### src/rtl/mm_run_sequencer.sv
// Run sequencer for the matrix-multiplication array: IDLE -> LOAD -> RUN -> TX -> FIN.
// Optional RUN-phase watchdog enabled by defining MM_SEQ_WATCHDOG_EN.
module mm_run_sequencer #(
  parameter int N_CORES = 4,
  parameter int CW      = 32,
  parameter int TIMEOUT = 1000000
) (
  input  logic               clk,
  input  logic               rst,
  input  logic               start,
  input  logic [N_CORES-1:0] core_mask,
  input  logic               abort,
  input  logic               load_done,
  input  logic [N_CORES-1:0] end_process,
  input  logic               tx_done,
  output logic [1:0]         status,
  output logic               tx_start,
  output logic               busy,
  output logic               done,
  output logic               error,
  output logic [CW-1:0]      cycle_count
);

  typedef enum logic [2:0] {S_IDLE, S_LOAD, S_RUN, S_TX, S_FIN} state_t;

  state_t               r_state;
  state_t               w_state_d;
  logic   [1:0]         r_status;
  logic                 r_tx_start;
  logic                 r_busy;
  logic                 r_done;
  logic                 r_error;
  logic   [CW-1:0]      r_cycle_count;
  logic   [N_CORES-1:0] r_active_mask;
  logic   [N_CORES-1:0] r_done_mask;
  logic   [N_CORES-1:0] w_fin_mask;
  logic                 w_exit;
  logic                 w_timeout;
  logic                 w_err;

  function automatic logic [1:0] status_of(input state_t s);
    case (s)
      S_LOAD:  return 2'b10;
      S_RUN:   return 2'b01;
      S_TX:    return 2'b11;
      default: return 2'b00;
    endcase
  endfunction

  function automatic logic [CW-1:0] sat_inc(input logic [CW-1:0] v);
    return (&v) ? v : v + CW'(1);
  endfunction

  // A core finishing on this very cycle counts toward the exit decision.
  assign w_fin_mask = r_done_mask | (end_process & r_active_mask);
  assign w_exit     = (w_fin_mask == r_active_mask);

`ifdef MM_SEQ_WATCHDOG_EN
  localparam logic [CW-1:0] TMO_LAST = CW'(TIMEOUT - 1);
  assign w_timeout = (r_cycle_count == TMO_LAST);
`else
  assign w_timeout = 1'b0 && (TIMEOUT > 0);
`endif

  always_comb begin
    w_state_d = r_state;
    w_err     = 1'b0;
    case (r_state)
      S_IDLE: begin
        if (start) begin
          if (|core_mask) w_state_d = S_LOAD;
          else            w_err     = 1'b1;
        end
      end
      S_LOAD: begin
        if (abort) begin
          w_state_d = S_IDLE;
          w_err     = 1'b1;
        end else if (load_done) begin
          w_state_d = S_RUN;
        end
      end
      S_RUN: begin
        if (abort) begin
          w_state_d = S_IDLE;
          w_err     = 1'b1;
        end else if (w_exit) begin
          w_state_d = S_TX;
        end else if (w_timeout) begin
          w_state_d = S_IDLE;
          w_err     = 1'b1;
        end
      end
      S_TX: begin
        if (abort) begin
          w_state_d = S_IDLE;
          w_err     = 1'b1;
        end else if (tx_done) begin
          w_state_d = S_FIN;
        end
      end
      S_FIN:   w_state_d = S_IDLE;
      default: w_state_d = S_IDLE;
    endcase
  end

  // Outputs are derived from the next state so they line up with it.
  always_ff @(posedge clk or posedge rst) begin
    if (rst) begin
      r_state       <= S_IDLE;
      r_status      <= 2'b00;
      r_tx_start    <= 1'b0;
      r_busy        <= 1'b0;
      r_done        <= 1'b0;
      r_error       <= 1'b0;
      r_cycle_count <= '0;
      r_active_mask <= '0;
      r_done_mask   <= '0;
    end else begin
      r_state    <= w_state_d;
      r_status   <= status_of(w_state_d);
      r_tx_start <= (r_state == S_RUN) && (w_state_d == S_TX);
      r_busy     <= (w_state_d == S_LOAD) || (w_state_d == S_RUN) || (w_state_d == S_TX);
      r_done     <= (w_state_d == S_FIN);
      r_error    <= w_err;
      if ((r_state == S_IDLE) && (w_state_d == S_LOAD)) begin
        r_active_mask <= core_mask;
        r_done_mask   <= '0;
        r_cycle_count <= '0;
      end else if (r_state == S_RUN) begin
        r_done_mask   <= w_fin_mask;
        r_cycle_count <= sat_inc(r_cycle_count);
      end
    end
  end

  assign status      = r_status;
  assign tx_start    = r_tx_start;
  assign busy        = r_busy;
  assign done        = r_done;
  assign error       = r_error;
  assign cycle_count = r_cycle_count;

endmodule

### config.mk
export PLATFORM = sky130hd
export DESIGN_NAME = mm_run_sequencer
export DESIGN_NICKNAME = d
export VERILOG_FILES = /design/src/rtl/mm_run_sequencer.sv
export SDC_FILE = /design/constraint.sdc
export NUM_CORES = 1
export LEC_CHECK = 0
export BUFFER_PORTS_ARGS = -buffer_cell sky130_fd_sc_hd__buf_2
export CAP_MARGIN = 20
export CORE_AREA = 2 2 102 104
export DETAILED_ROUTE_END_ITERATION = 10
export DIE_AREA = 0 0 104 106
export RECOVER_POWER = 25
export SLEW_MARGIN = 20
export SYNTH_ARGS = -nofsm -noshare
export SYNTH_HDL_FRONTEND = slang
export SYNTH_SLANG_ARGS = --single-unit
### constraint.sdc
create_clock -name clk -period 1.9 [get_ports clk]
set_input_delay 0.095 -clock clk [delete_from_list [all_inputs] [get_ports clk]]
set_output_delay 0.095 -clock clk [all_outputs]
set_load 0.005 [all_outputs]
# After elaboration in Yosys (flattened, before gate mapping)
# Cells that the tools add are included.
# word_totals
wordCells	50
latchBits	0
regBits	49
romBits	0
mem_bits_rw	0
memories	0
in_bits	14
# op_classes
n_lt_le_gt_ge	0
shift	0
multipliers	0
addsub	1
bitwise_logic	2
mux	19
n_div	0
n_eq_ne	9
n_reduce_logical	10
# ops
op	count
$mux 32	3
$add 32x1->32 const B	1
$reduce_and 32->1	1
$mux 3	8
$eq 3x2->1 const B	4
$pmux 3 s4	1
$mux 4	2
$eq 3x1->1 const B	2
$pmux 2 s3	1
$and 4x4->4	1
$eq 4x4->1	1
$or 4x4->4	1
$reduce_or 4->1	1
$eq 3x3->1 const B	1
$logic_not 3->1	1
$mux 1	3
$reduce_or 3->1	1
$logic_and 1x1->1	2
$logic_or 1x1->1	2
$ne 2x2->1 const B	1
$pmux 1 s2	1
$reduce_and 2->1	1
$reduce_bool 2->1	1

# Logic depth before layout (Yosys ltp)
# Gate-level depths: netlist of the first run.
# logic_depth
depth_word	10
ltp_mapped	8

# Worst setup path before layout of the first run
# OpenSTA, ideal clock, no wires.
# synth_timing
path_type	reg-to-reg
startpoint	reg r_cycle_count[0], in the netlist cycle_count[0]
endpoint	reg r_cycle_count[19], in the netlist cycle_count[19]
setup_slack_ns	-0.131
synth_period_minus_slack_ns	2.031
arrival_time_ns	1.905
stages_incl_launch_ff	8
setup_ns	0.126
cell_sequence	dfrtp_1 ha_1 nand3_2 nor4_4 and3_1 buf_4 nor2_1 a221o_1
# synth_between
elab_chain_len	4
word_cells_on_any_way	7
cone_classes	add/sub: 1; eq/ne: 1; mux: 3; reduce/logical: 2
# synth_rtl
element	line_no	source
start, declared	33	logic [CW-1:0] r_cycle_count;
start signal, assigned	132	r_cycle_count <= sat_inc(r_cycle_count);
$add 32x1->32	51	return (&v) ? v : v + CW'(1);
$mux 32	51	
$mux 32	130	end else if (r_state == S_RUN) begin
$mux 32	126	if ((r_state == S_IDLE) && (w_state_d == S_LOAD)) begin
# Several ways; a longest one is shown, not always the timed one. The select of a mux whose other input is x is not followed.
# A chain may end at the register's enable or synchronous reset.

# Final worst setup path of the first run
# layout_timing
startpoint	reg r_cycle_count[1], in the netlist cycle_count[1]
endpoint	reg r_cycle_count[13], in the netlist cycle_count[13]
# The elaborated chain is that of the path after synthesis.

==> results of run 1 <==
-- flip-flops by register name, summed over array words and instances (netlist names) --
register and flops:
error 1, tx_start 1, r_done_mask 4, busy 1, done 1, cycle_count 32, r_state 3, status 2
r_active_mask 4
-- path summary, 6_finish.rpt --
path,startpoint,slack (ps),cells past startpoint,endpoint
worst min register to register,r_done_mask[0]$_DFFE_PP0P_,550,2,r_done_mask[0]$_DFFE_PP0P_
worst max-delay path,cycle_count[1]$_DFFE_PP0P_,20,7,cycle_count[13]$_DFFE_PP0P_
worst max register to register,cycle_count[1]$_DFFE_PP0P_,20,7,cycle_count[13]$_DFFE_PP0P_
min in group asynchronous,rst,720,4,cycle_count[18]$_DFFE_PP0P_
worst min-delay path,core_mask[3],30,3,r_active_mask[3]$_DFFE_PP0N_
max in group asynchronous,rst,420,4,error$_DFF_PP0_
-- cells in the mapped netlist, types with 3 or more instances --
cell type  count  area (µm²)
nor3_1        11        55.1
a311o_1        3        30.0
a31oi_1        4        25.0
xor2_1         3        26.3
a221o_1        4        40.0
mux2i_1        3        30.0
nand3_1       23         115
nor4_1         4        25.0
dfrtp_1       49        1230
nor2_1        17        63.8
and3_1         8        50.1
clkbuf_1       7        26.3
o211ai_1       6        45.0
o21ai_0       15        75.1
nand4_1       13        81.3
or3_1          9        56.3
and4_1         4        35.0
a211o_1        5        43.8
nand2_1       25        93.8
nand3_2        3        30.0
buf_4          4        30.0
or4_1          3        22.5
inv_1          8        30.0
a21oi_1       14        70.1
-- critical path, delay by kind of cell (launching register included) --
kind	cells	cell delay, ps
AO/OA/AOI/OAI	1	80
buffers and inverters	2	320
flip-flops	1	420
AND/OR/NAND/NOR	4	980
-- through the flow --
| stage | area [µm²] | std cells | power (mW) | worst slack (ps) | utilization |
|---|---|---|---|---|---|
| final | 3770 | 529 | 2.43 | 24.8 | 0.377 |
| after global routing | 3770 | 529 | 2.57 | -35.9 | 0.377 |
| after CTS | 3620 | 520 | 2.45 | 3.88 | 0.362 |
| after detailed placement | 3480 | 507 | 1.81 | 12.3 | 0.348 |
| after global placement | 3480 | 507 | 1.80 | 29.0 | 0.348 |
| after floorplan | 2700 | 281 | 1.52 | -11.3 | - |
-- power by group --
| part | total, mW | internal, mW | switching [mW] | leakage [nW] |
|---|---|---|---|---|
| logic | 0.604 | 0.255 | 0.349 | 1.10 |
| clock network | 0.628 | 0.255 | 0.372 | 0.0439 |
| registers | 1.20 | 1.14 | 0.0629 | 0.670 |
-- layer usage --
| metal | vias up | global-route usage |
|---|---|---|
| li1 | 1293 | - |
| met1 | 1300 | 0.183 |
| met2 | 73 | 0.260 |
| met3 | 13 | 0.0325 |
| met4 | 0 | 0.0357 |
| met5 | - | 0 |
-- final cells by class --
cell class,instances,area [µm²],area share
multi-input combinational,209,1460,0.387
tap,136,170,0.0451
sequential,49,1230,0.325
clock inverter,3,17.5,0.00465
timing repair buffer,119,798,0.212
clock buffer,5,68.8,0.0183
inverter,8,30.0,0.00797
-- what timing repair did --
item	in CTS	in global routing
setup buffers	2	9
gates cloned	0	0
endpoints found under the hold margin	51	0
endpoints found under the setup margin	2	25
pin swaps	5	7
hold buffers	3	0
resized for setup	1	20
-- cell families after synthesis --
group | Yosys count | share of synthesized area
buf+inv | 23 | 0.0441
fa+ha+maj | 1 | 0.00465
compound gates | 63 | 0.168
simple gates | 138 | 0.303
xor+xnor | 3 | 0.00976
flops | 49 | 0.455
mux | 4 | 0.0153
-- cell usage in the layout (no fill, tap or decap), drive strengths merged, types with 2 or more instances in the layout --
cell	synthesis	layout
or4	3	3
a31oi	4	4
xor2	3	3
dfrtp	49	49
clkbuf	7	15
nor4	7	7
a311o	3	3
a21oi	15	15
dlygate4sd3	0	3
nand4	14	14
mux2i	3	3
o211a	2	2
clkinv	0	2
and2	2	2
buf	8	106
and4	4	4
and3	8	8
a221o	4	4
inv	8	8
nand3b	2	2
or3	9	9
or3b	2	2
o311ai	3	3
nor3	13	13
nand3	26	26
nand2	25	25
nor3b	3	3
o21ai	16	16
o211ai	6	6
nor2	17	17
a211o	5	5
==> impl_metrics.tcl, run 1 <==
set metrics [dict create \
    outcome "complete, no violations" \
    synth_cell_types 51 \
    drt-pass1-iter-count 5 \
    track_usage 0.147 \
    drtAntennaViolNets 0 \
    synth_fp_nets 296 \
    p_leak_nw 1.81 \
    wl_met2_um 3830 \
    cts_tree "yes" \
    worstPathMaxFanout 4 \
    fin_crit_sh 0.987 \
    antenna_cells 0 \
    grt_pass1_vias 2746 \
    root_buffer "clkbuf_8" \
    drc_errors 0 \
    slew_violations 0 \
    clockBufferDepth 2 \
    cts_num_sinks 49 \
    routed_wl_um 7860 \
    finalClockSkew_ps 7.60 \
    relSlewSlack 0.169 \
    grt_max_degree 50 \
    period_needed_ps 1880 \
    initial_core_util 0.269 \
    maxCapViolCount 0 \
    cts_htree_levels 2 \
    irDropWorstVdd_mv 0.326 \
    dp_hpwl_um 5750 \
    die_y_um 106 \
    area_growth_pct 40.0 \
    worstSetupPathType "flip-flop to flip-flop" \
    nNetsFinal 407 \
    synth.cell_area_mm2 0.00269 \
    io_pins 52 \
    via_count 2679 \
    grt_first_pass_wirelength_um 13300 \
    rsz0062_at_grt "yes" \
    dieArea_mm2 0.0110 \
    max_stage_delay_ps 420 \
    setup.worst_path.end_class "flip-flop" \
    cp.required_ps 2140 \
    synthFlopType "dfrtp_1" \
    hp-class "primary input to flip-flop" \
    cp_slowest_cell "dfrtp_1" \
    cp.arrival_ps 2110 \
    drt_iter0_drc 136 \
    routed.top_layer "met4" \
    fin_tns_setup_ps 0 \
    cts_buffers 5 \
    fillerInstances 1043 \
    synth-warning-count 0 \
    cp_cell_sequence "buf_4 -> nand4_1 -> nor3_4 -> buf_4 -> nand4_1 -> or4_1 -> o21ai_1" \
    seq_area_frac_synth 0.455 \
    clk_latency_ps 300 \
    finalSetupViolCount 0 \
    clk_pin_slew_ps 100 \
    antenna_found_initial 0 \
    port-buffer-count 51 \
    wl_met1_um 3540 \
    ys_seq_elements 49 \
    async_flop_share 1.00 \
    gr-total-overflow 0 \
    synthCells 281 \
    powerDensity_mw_per_mm2 645 \
    routabilityCongestion 0.821 \
    post_drt_wl_per_cell_um 14.8 \
    core-area_mm2 0.0100 \
    die_x_um 104 \
    max_freq_mhz 533 \
    viasPerCell 5.06 \
    synth-edff-count 0 \
    drive_gt1_frac 0.356 \
    whs_ps 29.0 \
    start_kind "flip-flop" \
    avgSynthCellArea_um2 9.58 \
    rows 37 \
    wl_met3_um 380 \
    hold_violations 0 \
    worst_slew_pin_slew_ps 1250 \
]
No activity file was read; power rests on OpenSTA's default activity.
==> inputs of run 2 (changes only) <==
--- a/config.mk
+++ b/config.mk
@@ -7,11 +7,13 @@
 export LEC_CHECK = 0
 export BUFFER_PORTS_ARGS = -buffer_cell sky130_fd_sc_hd__buf_2
 export CAP_MARGIN = 20
-export CORE_AREA = 2 2 102 104
+export CORE_AREA = 2 2 73 75
 export DETAILED_ROUTE_END_ITERATION = 10
-export DIE_AREA = 0 0 104 106
+export DIE_AREA = 0 0 75 77
+export PLACE_DENSITY = 0.78
 export RECOVER_POWER = 25
 export SLEW_MARGIN = 20
 export SYNTH_ARGS = -nofsm -noshare
 export SYNTH_HDL_FRONTEND = slang
 export SYNTH_SLANG_ARGS = --single-unit
+export TNS_END_PERCENT = 100
==> constraint.sdc (replaced) <==
create_clock -name clk -period 2.02 [get_ports clk]
set_input_delay 0.101 -clock clk [delete_from_list [all_inputs] [get_ports clk]]
set_output_delay 0.101 -clock clk [all_outputs]
set_load 0.005 [all_outputs]
==> run 2 against run 1 <==
  * The run now ends with negative setup slack left
  * Largest power group unchanged
  * Die area down 48%
  * Sequential power decreased by 6%
  * Clock power up 17%
  * Largest cell class unchanged
  * Global-route usage grew 12 points
  * Core utilization rose by 35 points
==> impl_metrics.tcl, run 2 (same netlist as run 1, synthesis figures left out) <==
set metrics [dict create \
    post_drt_wl_per_cell_um 16.8 \
    root_buffer "clkbuf_8" \
    drt-pass1-iter-count 5 \
    finish.cell_count_without_fillers 456 \
    routed_wl_um 7650 \
    reg2reg_to "cycle_count[20]$_DFFE_PP0P_" \
    layout_common_cells "buf_4 (57), dfrtp_1 (48), buf_2 (48), nand2_1 (25), nand3_1 (21)" \
    drt_iter0_drc 195 \
    worst_slew_pin_slew_ps 846 \
    drive_gt1_frac 0.360 \
    dpl.cell_count 432 \
    ff2ff_path_depth 6 \
    period_needed_ps 2090 \
    seq_area_mm2 0.00123 \
    rrSetupSlack_ps -70 \
    antenna_cells 0 \
    setup.worst_path.end_class "flip-flop" \
    area_growth_pct 35.3 \
    cp_slowest_cell "or3b_4" \
    powerDensity_mw_per_mm2 660 \
    fillerInstances 392 \
    finalSetupViolCount 2 \
    drtAntennaViolNets 0 \
    worstPathMaxFanout 6 \
    clk_pin_slew_ps 90 \
    path_buf_inv 1 \
    via_count 2760 \
    place_area_mm2 0.00331 \
    hold_path_depth 3 \
    slew_violations 0 \
    pre_cts_ws_ps 15.5 \
    grt_first_pass_wirelength_um 11800 \
    setup_ws_ps -70.8 \
    whs_ps 25.7 \
    clockBufferDepth 2 \
    io_pins 52 \
    irDropWorstVdd_mv 0.538 \
    hp-start "core_mask[3]" \
    maxCapViolCount 0 \
    port-buffer-count 51 \
    die_y_um 77 \
    routabilityCongestion 0.882 \
    dp_hpwl_um 5240 \
    cp.required_ps 2240 \
    cp.arrival_ps 2310 \
    max_stage_delay_ps 440 \
    gr-total-overflow 0 \
    hold_end "r_active_mask[3]$_DFFE_PP0N_" \
    rows 26 \
    drc_errors 0 \
    grt_max_degree 23 \
    core-area_mm2 0.00498 \
    nNetsFinal 400 \
    p_leak_nw 1.80 \
    violations "negative setup slack" \
    timing.rr.start "r_state[0]$_DFF_PP0_" \
    die_x_um 75 \
    cts_htree_levels 2 \
    worstSetupPathType "flip-flop to flip-flop" \
    dieArea_mm2 0.00578 \
    antenna_found_initial 0 \
    cpLargestDelayFamily "simple AND/OR/NAND/NOR gates" \
    cts_buffers 5 \
    cts_tree "yes" \
    largest_register_ffs 32 \
    relSlewSlack 0.435 \
    clk_latency_ps 310 \
    outcome "finished with violations" \
    final_common_cell "buf_4" \
    multiInputGateArea_mm2 0.00145 \
    fin_area_mm2 0.00364 \
    cts_num_sinks 49 \
    max_freq_mhz 478 \
    finalClockSkew_ps 9.74 \
    grt_pass1_vias 2583 \
    cp_cell_sequence "or3b_4 -> nor4_4 -> buf_4 -> nand4_1 -> or3_1 -> a21oi_1" \
    viasPerCell 6.05 \
    rsz0062_at_grt "yes" \
    start_kind "flip-flop" \
    hold_violations 0 \
    initial_core_util 0.541 \
    hp-class "primary input to flip-flop" \
    track_usage 0.266 \
    fin_crit_sh 1.04 \
]
[run 2: changes by cell type in the layout (fill, tap and decap cells not counted), sizes merged]
cell | before | now
clkbuf | 15 | 9
bufinv | 0 | 1
clkinv | 2 | 0
[run 2: area by class of cell]
class / instances / share of cell area
clock buffers: 6 / 0.0227
clock inverters: 2 / 0.0103
inverters: 8 / 0.00824
multi-input cells: 209 / 0.397
flip-flops and latches: 49 / 0.337
well taps: 70 / 0.0240
repair buffers: 112 / 0.200
[run 2: tightest hold or removal path, cell delays in order]
cell,delay [ps]
buf_2,90
nand2_1,40
o21ai_0,60
[run 2: stage by stage]
step	utilization	total power, mW	setup TNS [ps]
2_1_floorplan	-	1.43	0
3_3_place_gp	0.665	1.64	0
3_5_place_dp	0.665	1.66	0
4_1_cts	0.699	2.40	0
5_1_grt	0.732	2.52	-435
6_report	0.732	2.40	-95.1
[run 2: per-layer routing]
metal | share of wire | global-route usage
met4 | 0.020 | 0.0964
met1 | 0.40 | 0.327
met5 | 0 | 0
met3 | 0.069 | 0.0657
met2 | 0.52 | 0.443
[run 2: repair_timing]
action,4_1_cts,5_1_grt
buffers inserted,2,11
hold buffers,3,0
gates resized for setup,1,16
setup endpoints to repair,1,15
endpoints found under the hold margin,22,0
pin swaps,1,7
[run 2: worst max-delay path by stage]
stage | slack (ps) | startpoint | depth (start not counted) | endpoint
2_1_floorplan | 110 | cycle_count[0]$_DFFE_PP0P_ | 7 | cycle_count[19]$_DFFE_PP0P_
5_1_grt | -110 | r_state[0]$_DFF_PP0_ | 6 | cycle_count[20]$_DFFE_PP0P_
3_3_place_gp | 20 | r_state[2]$_DFF_PP0_ | 5 | cycle_count[18]$_DFFE_PP0P_
6_report | -70 | r_state[0]$_DFF_PP0_ | 6 | cycle_count[20]$_DFFE_PP0P_
3_5_place_dp | 20 | r_state[2]$_DFF_PP0_ | 5 | cycle_count[18]$_DFFE_PP0P_
4_1_cts | 50 | r_state[2]$_DFF_PP0_ | 6 | cycle_count[18]$_DFFE_PP0P_
[run 2: power by group]
part           switching [mW]  internal [mW]  leakage, nW
combinational           0.320          0.218         1.07
clock                   0.331          0.403       0.0574
sequential             0.0630           1.07        0.668
total                   0.714           1.69         1.80
==> inputs of run 3 (changes only) <==
--- a/config.mk
+++ b/config.mk
@@ -6,11 +6,11 @@
 export NUM_CORES = 1
 export LEC_CHECK = 0
 export BUFFER_PORTS_ARGS = -buffer_cell sky130_fd_sc_hd__buf_2
-export CAP_MARGIN = 20
-export CORE_AREA = 2 2 73 75
+export CAP_MARGIN = 10
+export CORE_AREA = 2 2 81 83
 export DETAILED_ROUTE_END_ITERATION = 10
-export DIE_AREA = 0 0 75 77
-export PLACE_DENSITY = 0.78
+export DIE_AREA = 0 0 83 85
+export PLACE_DENSITY = 0.65
 export RECOVER_POWER = 25
 export SLEW_MARGIN = 20
 export SYNTH_ARGS = -nofsm -noshare
==> run 3 against run 2 <==
  * Clock-buffer cell count increased by 1
  * Sequential share of layout area is 0.058 points lower
  * Largest power group unchanged
  * Register-to-register slack improved by 130 ps
  * Final cell count increased by 1.1%
  * Hold slack got worse by 16 ps
  * The run now ends clean
  * Non-clock buffer count down 2
  * Maximum frequency grew 6.4%
  * Cell area barely moved
  * Sequential cell count stayed put
  * Combinational power increased by 4%
  * Via count fell by 2.1%
==> impl_metrics.tcl, run 3 (same netlist as run 1, synthesis figures left out) <==
set metrics [dict create \
    drc_errors 0 \
    rrSetupSlack_ps 60 \
    rows 29 \
    dieArea_mm2 0.00706 \
    gr-total-overflow 0 \
    pre_cts_ws_ps 23.1 \
    reg2reg_to "cycle_count[19]$_DFFE_PP0P_" \
    setup_ws_ps 55.4 \
    start_kind "flip-flop" \
    setup.worst_path.end_class "flip-flop" \
    hp-class "primary input to flip-flop" \
    cts_buffers 5 \
    final_common_cell "buf_4" \
    finalClockSkew_ps 4.80 \
    hold_end "r_active_mask[0]$_DFFE_PP0N_" \
    power.total_mw 2.44 \
    routed_wl_um 7710 \
    max_freq_mhz 509 \
    cts_htree_levels 2 \
    fillerInstances 546 \
    hp-start "core_mask[0]" \
    viasPerCell 5.86 \
    initial_core_util 0.434 \
    worstSetupPathType "flip-flop to flip-flop" \
    cp.required_ps 2210 \
    grt_first_pass_wirelength_um 12400 \
    relSlewSlack 0.316 \
    p_leak_nw 1.78 \
    port-buffer-count 51 \
    period_needed_ps 1960 \
    cpLargestDelayFamily "simple AND/OR/NAND/NOR gates" \
    drive_gt1_frac 0.349 \
    drtAntennaViolNets 0 \
    multiInputGateArea_mm2 0.00142 \
    post_drt_wl_per_cell_um 16.7 \
    die_x_um 83 \
    finish.utilization 0.587 \
    worst_slew_pin_slew_ps 1030 \
    via_count 2702 \
    largest_register_ffs 32 \
    cp.arrival_ps 2160 \
    drt_iter0_drc 182 \
    nNetsFinal 398 \
    layout_common_cells "buf_4 (54), dfrtp_1 (49), buf_2 (48), nand2_1 (25), nand3_1 (22)" \
    clk_latency_ps 310 \
    max_stage_delay_ps 420 \
    cts_tree "yes" \
    cp_cell_sequence "ha_4 -> nand3_4 -> nor4_4 -> and3_4 -> nor2_2 -> a221o_1" \
    irDropWorstVdd_mv 0.472 \
    seq_area_mm2 0.00123 \
    hold_path_depth 3 \
    worstPathMaxFanout 6 \
    powerDensity_mw_per_mm2 668 \
    fin_crit_sh 0.973 \
    rsz0062_at_grt "yes" \
    outcome "complete, no violations" \
    root_buffer "clkbuf_8" \
    slew_violations 0 \
    finalSetupViolCount 0 \
    clk_pin_slew_ps 90 \
    drt-pass1-iter-count 5 \
    cts_num_sinks 49 \
    core-area_mm2 0.00620 \
    hold_violations 0 \
    antenna_found_initial 0 \
    antenna_cells 0 \
    grt_pass1_vias 2628 \
    timing.rr.start "cycle_count[1]$_DFFE_PP0P_" \
    clockBufferDepth 2 \
    track_usage 0.216 \
    path_buf_inv 0 \
    cp_slowest_cell "dfrtp_1" \
    die_y_um 85 \
    io_pins 52 \
    maxCapViolCount 0 \
    area_growth_pct 35.4 \
    routabilityCongestion 0.854 \
    ff2ff_path_depth 6 \
    grt_max_degree 28 \
    dp_hpwl_um 5400 \
]
==> run 3: timing repair <==
action,in CTS,in global routing
gates resized for setup,1,11
cloned,0,1
buffers inserted,1,7
pin swaps,1,8
hold endpoints to repair,23,0
endpoints found under the setup margin,1,15
hold buffers,1,0
==> run 3: layout make-up <==
| class | instances | area share |
|---|---|---|
| multi-input cells | 209 | 0.391 |
| repair buffers | 110 | 0.206 |
| well taps | 77 | 0.0264 |
| clock buffers | 7 | 0.0237 |
| flip-flops and latches | 49 | 0.336 |
| inverters | 8 | 0.00824 |
| clock inverters | 1 | 0.00824 |
==> run 3: metal layers <==
metal / GRT usage / vias to the layer above / wire length [µm]
met3: 0.0360 / 10 / 294
met5: 0 / - / 0
met2: 0.376 / 73 / 3840
met1: 0.272 / 1340 / 3490
li1: - / 1279 / -
met4: 0.0760 / 0 / 90
==> run 3: report_power, final <==
| part | internal, mW | switching, mW |
|---|---|---|
| combinational | 0.231 | 0.326 |
| clock | 0.404 | 0.346 |
| sequential | 1.07 | 0.0615 |
==> run 3: worst reg2reg max path, stage by stage, from the launching register on <==
cell and delay (ps):
dfrtp_1 420, ha_4 180, nand3_4 100, nor4_4 420, and3_4 300, nor2_2 90, a221o_1 340
==> run 3: how the worst max path moves through the flow <==
stage / end / start / slack [ps] / depth (start not counted)
global placement: cycle_count[18]$_DFFE_PP0P_ / r_state[2]$_DFF_PP0_ / 6 / 5
finish: cycle_count[19]$_DFFE_PP0P_ / cycle_count[1]$_DFFE_PP0P_ / 60 / 6
floorplan: cycle_count[19]$_DFFE_PP0P_ / cycle_count[0]$_DFFE_PP0P_ / 110 / 7
global route: cycle_count[22]$_DFFE_PP0P_ / cycle_count[1]$_DFFE_PP0P_ / -30 / 7
CTS: cycle_count[18]$_DFFE_PP0P_ / r_state[2]$_DFF_PP0_ / 40 / 6
detailed placement: cycle_count[18]$_DFFE_PP0P_ / r_state[2]$_DFF_PP0_ / 20 / 5
==> run 3: stage by stage <==
stage	cell area (µm²)	setup TNS [ps]	std cells	hold WS, ps
after floorplan	2690	0	281	172
final	3640	0	461	9.36
after detailed placement	3380	0	443	190
after CTS	3510	0	453	5.00
after global routing	3640	-181	461	25.6
after global placement	3380	0	443	184
